===== config.mk =====
export PLATFORM = sky130hd
export DESIGN_NAME = mem_arbiter
export DESIGN_NICKNAME = d
export VERILOG_FILES = /design/src/rtl/mem_arbiter.sv
export SDC_FILE = /design/constraint.sdc
export NUM_CORES = 1
export LEC_CHECK = 0
export BUFFER_PORTS_ARGS = -buffer_cell sky130_fd_sc_hd__buf_2
export CAP_MARGIN = 20
export CORE_ASPECT_RATIO = 2
export CORE_MARGIN = 3
export CORE_UTILIZATION = 50
export CTS_CLUSTER_DIAMETER = 150
export DETAILED_ROUTE_END_ITERATION = 10
export PLACE_DENSITY = 0.86
export SKIP_CTS_REPAIR_TIMING = 1
export SKIP_LAST_GASP = 1
export SLEW_MARGIN = 20
export SYNTH_ARGS = -nofsm -noshare
export SYNTH_HDL_FRONTEND = slang
export SYNTH_SLANG_ARGS = --single-unit

===== constraint.sdc =====
create_clock -name Clk -period 2.3 [get_ports Clk]
set_clock_uncertainty 0.05 [all_clocks]
set_input_delay 0.23 -clock Clk [delete_from_list [all_inputs] [get_ports Clk]]
set_output_delay 0.23 -clock Clk [all_outputs]
set_load 0.005 [all_outputs]

===== src/rtl/mem_arbiter.sv =====
// Two-requester arbiter for a single-port synchronous memory.
// The CPU has fixed priority; a saturating counter bounds how long the device can be starved.
module mem_arbiter #(
  parameter int unsigned DW           = 16,
  parameter int unsigned AW           = 16,
  parameter int unsigned STARVE_LIMIT = 4
) (
  input  logic          Clk,
  input  logic          RST,
  input  logic          CpuReq,
  input  logic          CpuWe,
  input  logic [AW-1:0] CpuAddr,
  input  logic [DW-1:0] CpuWData,
  output logic [DW-1:0] CpuRData,
  output logic          CpuAck,
  output logic          CpuStall,
  input  logic          DevReq,
  input  logic          DevWe,
  input  logic [AW-1:0] DevAddr,
  input  logic [DW-1:0] DevWData,
  output logic [DW-1:0] DevRData,
  output logic          DevAck,
  output logic          DevStall,
  output logic [AW-1:0] MemAddr,
  output logic [DW-1:0] MemWData,
  output logic          MemWE,
  output logic          MemRE,
  input  logic [DW-1:0] MemRData,
  output logic          Busy
);

  localparam int unsigned CW = $clog2(STARVE_LIMIT + 1);
  localparam logic [CW-1:0] LIMIT = CW'(STARVE_LIMIT);
  localparam logic OWN_CPU = 1'b0;
  localparam logic OWN_DEV = 1'b1;

  typedef enum logic [1:0] {IDLE, ACCESS, CAPTURE, ACK} state_t;

  state_t        state_q, state_d;
  logic          owner_q, owner_d;
  logic [CW-1:0] cnt_q, cnt_d;
  logic          we_q, we_d;
  logic [AW-1:0] addr_q, addr_d;
  logic [DW-1:0] wdata_q, wdata_d;
  logic [DW-1:0] cpu_rdata_q, cpu_rdata_d;
  logic [DW-1:0] dev_rdata_q, dev_rdata_d;
  logic          grant_dev;

  function automatic logic [CW-1:0] sat_inc(input logic [CW-1:0] v);
    return (v == LIMIT) ? v : v + 1'b1;
  endfunction

  always_comb begin
    state_d     = state_q;
    owner_d     = owner_q;
    cnt_d       = cnt_q;
    we_d        = we_q;
    addr_d      = addr_q;
    wdata_d     = wdata_q;
    cpu_rdata_d = cpu_rdata_q;
    dev_rdata_d = dev_rdata_q;
    grant_dev   = 1'b0;
    case (state_q)
      IDLE: begin
        if (CpuReq || DevReq) begin
          // Device wins when alone, or when the CPU has used up its run of grants.
          grant_dev = DevReq && (!CpuReq || (cnt_q == LIMIT));
          owner_d   = grant_dev ? OWN_DEV : OWN_CPU;
          we_d      = grant_dev ? DevWe    : CpuWe;
          addr_d    = grant_dev ? DevAddr  : CpuAddr;
          wdata_d   = grant_dev ? DevWData : CpuWData;
          if (!grant_dev && DevReq) cnt_d = sat_inc(cnt_q);
          else                      cnt_d = '0;
          state_d   = ACCESS;
        end
      end
      ACCESS: state_d = CAPTURE;
      CAPTURE: begin
        if (!we_q) begin
          if (owner_q == OWN_DEV) dev_rdata_d = MemRData;
          else                    cpu_rdata_d = MemRData;
        end
        state_d = ACK;
      end
      ACK:     state_d = IDLE;
      default: state_d = IDLE;
    endcase
  end

  always_ff @(posedge Clk) begin
    if (RST) begin
      state_q     <= IDLE;
      owner_q     <= OWN_CPU;
      cnt_q       <= '0;
      we_q        <= 1'b0;
      addr_q      <= '0;
      wdata_q     <= '0;
      cpu_rdata_q <= '0;
      dev_rdata_q <= '0;
    end else begin
      state_q     <= state_d;
      owner_q     <= owner_d;
      cnt_q       <= cnt_d;
      we_q        <= we_d;
      addr_q      <= addr_d;
      wdata_q     <= wdata_d;
      cpu_rdata_q <= cpu_rdata_d;
      dev_rdata_q <= dev_rdata_d;
    end
  end

  assign MemAddr  = addr_q;
  assign MemWData = wdata_q;
  assign MemRE    = (state_q == ACCESS) && !we_q;
  assign MemWE    = (state_q == ACCESS) && we_q;
  assign CpuAck   = (state_q == ACK) && (owner_q == OWN_CPU);
  assign DevAck   = (state_q == ACK) && (owner_q == OWN_DEV);
  assign CpuStall = CpuReq && !CpuAck;
  assign DevStall = DevReq && !DevAck;
  assign CpuRData = cpu_rdata_q;
  assign DevRData = dev_rdata_q;
  assign Busy     = (state_q != IDLE);

endmodule


==> reports/qor.txt, run 1 <==
post-placement cell count: 588
leading post-synthesis cells by cell area: dfxtp_1 (44%), a311oi_2 (13%), nand2_1 (7.4%)
CP Depth: 5
xor/xnor cell area share of the yosys netlist: 0.00537
Skew-Pair Late Insertion Delay: 0.33 ns
area share of fa/ha/maj cells after synthesis: 0.0230
Final Hold Fails: 0
DR vias: 3338
Synth Register Bits: 71
dpl hpwl: 6570 µm
sequential fraction of the synthesis area: 0.435
CTS H-tree lvls: 3
drt pass-1 iters: 4
Iteration-0 DRC Markers: 244
Initial Util: 0.517
CP required: 2.48 ns
top-area cell type share of the netlist area: 0.435
num ports: 157
Die ar.: 7590 µm²
Mapped Cells: 377
RSZ-0062 raised after global routing: no
total power: 4.49 mW
post-synthesis simple-gate area fraction: 0.195
clk sinks: 71
Unique masters post-synth: 36
highest-delay cell along the critical path: a21bo_2
Inserted Diodes: 0
Final setup viols: 0
leakage: 1.86 nW
cts bufs inserted: 9
cell area after layout: 4280 µm²
CTS Buffer Depth: 2
Max transition margin: 0.386
Synth Area in Compound Gates: 0.269
area growth from synthesis to layout: 31.1%
VDD IR max: 0.662 mV
dpl cell area: 4010 µm²
total grt overflow: 0
crit path buf inv count: 1
Syn Nets: 469
critical-path cell list: inv_1 -> ha_1 -> a21bo_2 -> nand3_1 -> a311oi_2
fin crit share: 0.817
Mean Syn Cell Area: 8.66 µm²
Die H: 120 µm
crit path capture type: flop
RePlAce Congestion: 0.799
largest net degree at the start of global routing: 69
critical path's top delay family: compound AO/OA/AOI/OAI gates
layout cells sized above 1: 0.401
number of flops mapped to enable cells by yosys: 0
WS Path Type: reg -> reg
yosys warns: 0
post-route ant nets: 0
status: finished clean
crit path time final: 1.88 ns
Final Worst Setup Slack: 0.422 ns
worst path arrival time: 2.06 ns
CTS tree: built
Cell Rows: 41
Residual DRC: 0
Worst setup SP type: flop
Max Cap Violations: 0
Slew Limit Fails: 0
path type of the worst min-delay path: in -> reg
clock transition at the registers of the reported paths: 0.05 ns
port bufs: 156
fin cells: 602
cell area after synthesis: 3260 µm²
worst slew pin tran: 0.918 ns
largest family of logic cells by synthesized area: compound AO/OA/AOI/OAI gates
Synth area leader: dfxtp_1
routed wire length: 8950 µm
die width: 63.1 µm
Wirelength per Cell: 14.9 µm
Final #Nets: 605
global-route wire length before repair: 14400 µm
Cell Pwr Density: 1050 nW/µm²
CTS root buf: clkbuf_16
gr usage total: 0.238
R2R cell count: 5
hold path depth: 3
final cell utilization of the core: 0.678
Place WS: 0.449 ns
predominant post-synthesis flop cell: dfxtp_1
asr flop ratio synth: 0
multiplexer area fraction after synthesis: 0.00307
number of global-route vias before repair: 3188
Fmax: 532 MHz
setup TNS: 0 ns
initial antenna violation count: 0
Max FO, Critical Path: 34
core area: 6310 µm²
Crit path largest cell delay: 0.60 ns
WHS: 0.100 ns
post-DR vias/cell: 5.54
==> flip-flops by register name, indices dropped and copies added (netlist names) <==
signal    cells
CpuRData     16
DevRData     16
MemAddr      16
MemWData     16
cnt_q         3
owner_q       1
state_q       2
we_q          1
==> placed cells by master (no fill, tap or decap), types with 3 or more instances in the layout <==
master and n:
nor2_1 36, nand3_1 33, a21oi_1 34, nand2_1 64
buf_2 156, o21ai_0 5, nor3_1 4, nor2b_1 3
clkbuf_16 9, o21ai_1 29, a311oi_2 29, a311oi_1 4
dfxtp_1 71, inv_1 5, ha_1 6, buf_4 3
==> final cells by class <==
| class | instances | area (µm²) |
|---|---|---|
| Multi-Input combinational cell | 264 | 1620 |
| Fill cell | 547 | 2030 |
| Clock buffer | 13 | 260 |
| Timing Repair Buffer | 161 | 843 |
| Clock inverter | 1 | 5.00 |
| Tap cell | 86 | 108 |
| Sequential cell | 71 | 1420 |
| Inverter | 6 | 22.5 |
==> tightest hold or removal path, cell delays in order <==
cell,delay [ns]
buf_2,0.10
nand2_1,0.05
a21oi_1,0.05
==> Yosys cell counts (2+ instances only) <==
library cell   n
nand3_1       33
a21oi_1       34
inv_1          5
ha_1           6
o21ai_1       29
clkbuf_2       2
nor3_1         4
buf_2         13
clkbuf_1      12
buf_6          5
nor2_1        36
a311oi_1       4
o21ai_0        5
dfxtp_1       71
nor2b_1        3
buf_4          3
a311oi_2      29
and2_1         2
nand2_1       64
==> final timing paths <==
check                                   from      endpoint  slack [ns]
worst max register to register      cnt_q[0]    MemAddr[6]        0.42
worst min-delay path            MemRData[14]  DevRData[14]        0.10
worst min register to register   DevRData[9]   DevRData[9]        0.40
worst max-delay path                cnt_q[0]    MemAddr[6]        0.42
==> report_power, final <==
part / total [mW] / switching, mW / internal [mW]
combinational: 1.54 / 0.870 / 0.674
sequential: 1.69 / 0.172 / 1.52
clock: 1.25 / 0.479 / 0.775
total: 4.49 / 1.52 / 2.97
==> layer usage <==
metal	track usage	vias to the layer above	wire [µm]
met5	0	-	0
met3	0.0697	22	707
met1	0.252	1558	3230
met4	0.122	0	289
li1	-	1600	-
met2	0.420	158	4720
==> kinds of logic (layout without fill, tap and decap cells) <==
kind of cell	after synthesis	in the layout
buffers and inverters	42	181
flip-flops	71	71
multiplexers	1	1
adder cells (fa/ha/maj)	6	6
AND/OR/NAND/NOR	147	147
AO/OA/AOI/OAI	108	108
XOR/XNOR	2	2
(Power assumes the default switching activity.)
==> run 2: changes to the inputs <==
--- a/config.mk
+++ b/config.mk
@@ -9,10 +9,10 @@
 export CAP_MARGIN = 20
 export CORE_ASPECT_RATIO = 2
 export CORE_MARGIN = 3
-export CORE_UTILIZATION = 50
+export CORE_UTILIZATION = 42
 export CTS_CLUSTER_DIAMETER = 150
 export DETAILED_ROUTE_END_ITERATION = 10
-export PLACE_DENSITY = 0.86
+export PLACE_DENSITY = 0.77
 export SKIP_CTS_REPAIR_TIMING = 1
 export SKIP_LAST_GASP = 1
 export SLEW_MARGIN = 20
==> constraint.sdc (replaced) <==
create_clock -name Clk -period 1.51 [get_ports Clk]
set_clock_uncertainty 0.05 [all_clocks]
set_input_delay 0.151 -clock Clk [delete_from_list [all_inputs] [get_ports Clk]]
set_output_delay 0.151 -clock Clk [all_outputs]
set_load 0.005 [all_outputs]
==> run 2 against run 1 <==
First-iteration DRC count down 33%. Non-clock buffer count is 32 higher. Largest cell class unchanged. Worst hold slack got worse by 0.078 ns. Die area grew 18%. The flow now finishes with violations (negative setup slack).
==> reports/qor.txt, run 2 (same netlist as run 1, synthesis figures left out) <==
highest-delay cell along the critical path: dfxtp_4
RSZ-0062 raised after global routing: yes
cell area after layout: 4870 µm² (+14%)
leakage: 2.13 nW (+14%)
area growth from synthesis to layout: 49.3%
num ports: 157 (unchanged)
Final Hold Fails: 0 (unchanged)
clk sinks: 71 (unchanged)
fin crit share: 1.01
hold path depth: 3 (unchanged)
gr usage total: 0.217 (-0.0215)
core area: 7430 µm² (+18%)
Die ar.: 8930 µm² (+18%)
Residual DRC: 0 (unchanged)
RePlAce Congestion: 0.805 (+0.85%)
post-route ant nets: 0 (unchanged)
number of global-route vias before repair: 3376 (+5.9%)
die width: 68.3 µm (+8.2%)
Slew Limit Fails: 0 (unchanged)
Wirelength per Cell: 17.3 µm (+16%)
Crit path largest cell delay: 0.37 ns (-0.23 ns)
drt pass-1 iters: 4 (unchanged)
WHS: 0.0221 ns (-0.0780 ns)
layout cells sized above 1: 0.473 (+0.0716)
Final setup viols: 3 (+3)
VDD IR max: 1.06 mV (+60%)
worst slew pin tran: 0.409 ns (-0.509 ns)
Max FO, Critical Path: 3 (-91%)
path type of the worst min-delay path: in -> reg
cts bufs inserted: 9 (unchanged)
Final Worst Setup Slack: -0.00981 ns (-0.432 ns)
status: finished with violations
dpl hpwl: 6840 µm (+4.1%)
Initial Util: 0.439 (-0.0781)
Die H: 131 µm (+8.7%)
Final #Nets: 637 (+5.3%)
CTS root buf: clkbuf_16
commonest non-fill, non-tap cell in the layout: buf_2
CTS tree: built
crit path capture type: output pin
R2R cell count: 7 (+2)
CP required: 1.31 ns (-1.17 ns)
Cell Pwr Density: 1640 nW/µm² (+56%)
total grt overflow: 0 (unchanged)
Iteration-0 DRC Markers: 163 (-33%)
worst r2r src: cnt_q[0]
critical-path cell list: inv_2 -> buf_4 -> ha_1 -> nor2b_1 -> buf_2
CTS Buffer Depth: 2 (unchanged)
CTS H-tree lvls: 3 (unchanged)
WS Path Type: reg -> out
Skew-Pair Late Insertion Delay: 0.33 ns (about the same)
DR vias: 3526 (+5.6%)
Inserted Diodes: 0 (unchanged)
post-DR vias/cell: 5.49 (-0.95%)
port bufs: 156 (unchanged)
highest-count cells in the layout ignoring fill and taps: buf_2 (156), dfxtp_1 (68), nand2_1 (64)
crit path time final: 1.52 ns
Max transition margin: 0.728 (+0.342)
initial antenna violation count: 0 (unchanged)
global-route wire length before repair: 14800 µm (+3.0%)
Cell Rows: 44 (+7.3%)
worst path arrival time: 1.32 ns (-0.74 ns)
Fmax: 658 MHz
Max Cap Violations: 0 (unchanged)
routed wire length: 11100 µm (+24%)
Worst setup SP type: flop
failing checks: negative setup slack
HP Start: MemRData[10]
clock transition at the registers of the reported paths: 0.05 ns (about the same)
Setup crit start: state_q[1]
largest net degree at the start of global routing: 72 (+4.3%)
dpl cell area: 4190 µm² (+4.4%)
-- run 2: cell types whose count changed in the layout (fill, tap and decap cells not counted), sizes merged --
cell and delta:
buf +25, bufinv +1, clkinv +2, clkbuf +6
-- run 2: metal layers --
| metal | track usage | routed length, µm | vias up |
|---|---|---|---|
| li1 | - | - | 1669 |
| met5 | 0 | 0 | - |
| met3 | 0.0428 | 724 | 28 |
| met4 | 0.127 | 349 | 0 |
| met1 | 0.223 | 3780 | 1662 |
| met2 | 0.390 | 6260 | 167 |
-- run 2: layout make-up --
type / instances / area [µm²]
Clock buffer: 12 / 246
Clock inverter: 4 / 45.0
Fill cell: 655 / 2560
Inverter: 6 / 22.5
Multi-Input combinational cell: 264 / 1720
Sequential cell: 71 / 1430
Tap cell: 92 / 115
Timing Repair Buffer: 193 / 1300
-- run 2: worst max-delay path: cells and delay by family, from the launching register on --
kind	cells	cell delay, ns
adders and majority gates	1	0.18
buffers and inverters	3	0.31
DFF	1	0.37
and+or+nand+nor	1	0.14
-- run 2: final timing paths --
kind                                     end  slack [ns]
worst min-delay path            DevRData[10]        0.02
worst min register to register  DevRData[10]        0.40
worst max register to register    MemAddr[7]        0.01
worst max-delay path                   MemRE       -0.01
-- run 2: where the power goes --
group | internal [mW] | switching (mW)
combinational | 1.68 | 1.65
sequential | 2.33 | 0.266
clock | 1.31 | 0.746
-- run 2: stage by stage --
stage	utilization	std cells	total power, mW	setup TNS [ns]	setup WS [ns]
2_1_floorplan	-	377	4.18	-0.309	-0.0117
3_3_place_gp	0.564	610	5.16	0	0.0258
3_5_place_dp	0.564	610	5.28	-0.753	-0.0854
4_1_cts	0.603	626	7.36	-1.74	-0.0915
5_1_grt	0.656	642	8.42	-0.748	-0.0741
6_report	0.656	642	7.98	-0.0184	-0.00981
==> run 3: changes to the inputs <==
--- a/config.mk
+++ b/config.mk
@@ -5,14 +5,14 @@
 export SDC_FILE = /design/constraint.sdc
 export NUM_CORES = 1
 export LEC_CHECK = 0
-export BUFFER_PORTS_ARGS = -buffer_cell sky130_fd_sc_hd__buf_2
 export CAP_MARGIN = 20
 export CORE_ASPECT_RATIO = 2
 export CORE_MARGIN = 3
-export CORE_UTILIZATION = 42
+export CORE_UTILIZATION = 56
 export CTS_CLUSTER_DIAMETER = 150
 export DETAILED_ROUTE_END_ITERATION = 10
-export PLACE_DENSITY = 0.77
+export DONT_BUFFER_PORTS = 1
+export PLACE_DENSITY = 0.74
 export SKIP_CTS_REPAIR_TIMING = 1
 export SKIP_LAST_GASP = 1
 export SLEW_MARGIN = 20
==> run 3 against run 2 <==
The run ends with negative hold slack, negative setup slack left. Final area shrank 21%. Core utilization grew 4.1 points. Routed wire length shrank 23%. Sequential power increased by 4%. Sequential cell count unchanged. Sequential share of layout area rose by 7.8 points. Clock power is 29% lower. Register-to-register slack got worse by 0.03 ns. Cell count shrank 32%. Critical endpoint is now MemAddr[3].
==> reports/qor.txt, run 3 (same netlist as run 1, synthesis figures left out) <==
highest-count cells in the layout ignoring fill and taps: dfxtp_1 (68), nand2_1 (64), nor2_1 (35)
wl on met1: 2830 µm (-25%)
core area: 5520 µm² (-26%)
fin cells: 439 (-32%)
Initial Util: 0.592 (+0.153)
leakage: 1.30 nW (-39%)
crit path capture type: flop
CTS H-tree lvls: 3 (unchanged)
Die H: 114 µm (-13%)
layout cells sized above 1: 0.256 (-0.217)
cts bufs inserted: 9 (unchanged)
WL met3: 860 µm (+19%)
post-DR vias/cell: 6.21 (+13%)
Residual DRC: 0 (unchanged)
HP Start: RST
Slew Limit Fails: 0 (unchanged)
Wirelength per Cell: 19.4 µm (+12%)
Place WS: -0.0507 ns (+0.0346 ns)
CTS root buf: clkbuf_8
failing checks: negative hold slack, negative setup slack
DR WL met2: 4570 µm (-27%)
setup TNS: -0.0437 ns (-0.0254 ns)
Final setup viols: 6 (+3)
commonest non-fill, non-tap cell in the layout: dfxtp_1
global-route wire length before repair: 12100 µm (-19%)
Cell Pwr Density: 1670 nW/µm² (+1.8%)
DR vias: 2728 (-23%)
die width: 60.0 µm (-12%)
Skew-Pair Late Insertion Delay: 0.34 ns (about the same)
Die ar.: 6840 µm² (-23%)
worst slew pin tran: 0.837 ns (+0.429 ns)
FF-to-FF setup slack: -0.02 ns (-0.03 ns)
multi-input logic area: 1780 µm² (+3.8%)
Clock power frac: 0.230 (-0.028)
drt pass-1 iters: 4 (unchanged)
VDD IR max: 1.30 mV (+23%)
path type of the worst min-delay path: in -> reg
Pint: 4.19 mW (-21%)
Comb pwr share: 0.350 (-0.067)
R2R cell count: 7 (unchanged)
cell area after layout: 3840 µm² (-21%)
CP required: 1.72 ns (+0.41 ns)
fill count: 429 (-35%)
Final Hold Fails: 71 (+71)
Max transition margin: 0.441 (-0.287)
routed wire length: 8530 µm (-23%)
worst r2r src: cnt_q[1]
Fmax: 655 MHz (-0.50%)
num ports: 157 (unchanged)
Max Cap Violations: 0 (unchanged)
switching share of total power: 0.345 (+0.0118)
RSZ-0062 raised after global routing: yes
Final #Nets: 466 (-27%)
area growth from synthesis to layout: 17.7%
Inserted Diodes: 0 (unchanged)
hold path depth: 1 (-2)
fin crit share: 1.01 (+0.00511)
Seq pwr share: 0.420 (+0.095)
worst flop-to-flop path endpoint: MemAddr[3]
status: finished with violations
crit path time final: 1.53 ns (+0.00771 ns)
post-placement cell count: 416 (-32%)
initial antenna violation count: 0 (unchanged)
total power: 6.40 mW (-20%)
WHS: -0.181 ns (-0.203 ns)
highest routed metal layer: met4
WS Path Type: reg -> reg
Worst setup SP type: flop
total grt overflow: 0 (unchanged)
worst path arrival time: 1.74 ns (+0.42 ns)
port bufs: 0 (-100%)
largest net degree at the start of global routing: 72 (unchanged)
CTS tree: built
clock transition at the registers of the reported paths: 0.07 ns (+0.02 ns)
Max FO, Critical Path: 8 (+5)
number of global-route vias before repair: 2758 (-18%)
clk sinks: 71 (unchanged)
NetSw: 2.21 mW (-17%)
dpl hpwl: 5550 µm (-19%)
Final Worst Setup Slack: -0.0175 ns (-0.00771 ns)
final cell utilization of the core: 0.696 (+0.0407)
Cell Rows: 38 (-14%)
dpl cell area: 3310 µm² (-21%)
CTS Buffer Depth: 2 (unchanged)
post-route ant nets: 0 (unchanged)
gr usage total: 0.229 (+0.0124)
RePlAce Congestion: 0.728 (-9.6%)
Worst Hold End: MemAddr[9]
Storage cell area: 1430 µm² (-0.18%)
Iteration-0 DRC Markers: 162 (-0.61%)
==> run 3: layout make-up <==
cell class	instances	area share
clock buffer	12	0.0378
timing repair buffer	22	0.0899
inverter	6	0.00586
sequential	71	0.371
clock inverter	4	0.0117
tap	60	0.0195
multi-input combinational	264	0.464
==> run 3: worst max path at each step <==
stage	cells past startpoint	startpoint	endpoint	slack [ns]
after CTS	4	state_q[0]	DevStall	-0.08
after detailed placement	6	cnt_q[1]	MemWData[2]	-0.05
after global routing	7	cnt_q[1]	MemWData[2]	-0.11
after global placement	6	cnt_q[1]	MemWData[0]	0.01
after floorplan	6	state_q[0]	MemAddr[0]	-0.01
final	7	cnt_q[1]	MemAddr[3]	-0.02
==> run 3: critical path, stage by stage (launching register included) <==
cell	delay, ns
dfxtp_2	0.35
inv_2	0.05
ha_4	0.16
a21boi_4	0.15
buf_12	0.15
clkbuf_16	0.18
o21ai_4	0.06
a311oi_2	0.28
==> run 3: power groups by stage <==
| stage | clock network [mW] | logic [mW] | registers (mW) |
|---|---|---|---|
| 5_1_grt | 1.60 | 2.50 | 2.74 |
| 6_report | 1.47 | 2.24 | 2.69 |
| 3_5_place_dp | 0 | 1.89 | 2.72 |
| 4_1_cts | 1.50 | 1.89 | 2.68 |
| 3_3_place_gp | 0 | 1.81 | 2.70 |
| 2_1_floorplan | 0 | 1.56 | 2.61 |
==> run 3: per-layer routing <==
metal | global-route usage | up-vias
met5 | 0 | -
met4 | 0.129 | 0
met3 | 0.0895 | 22
met2 | 0.397 | 143
met1 | 0.219 | 1246
li1 | - | 1317
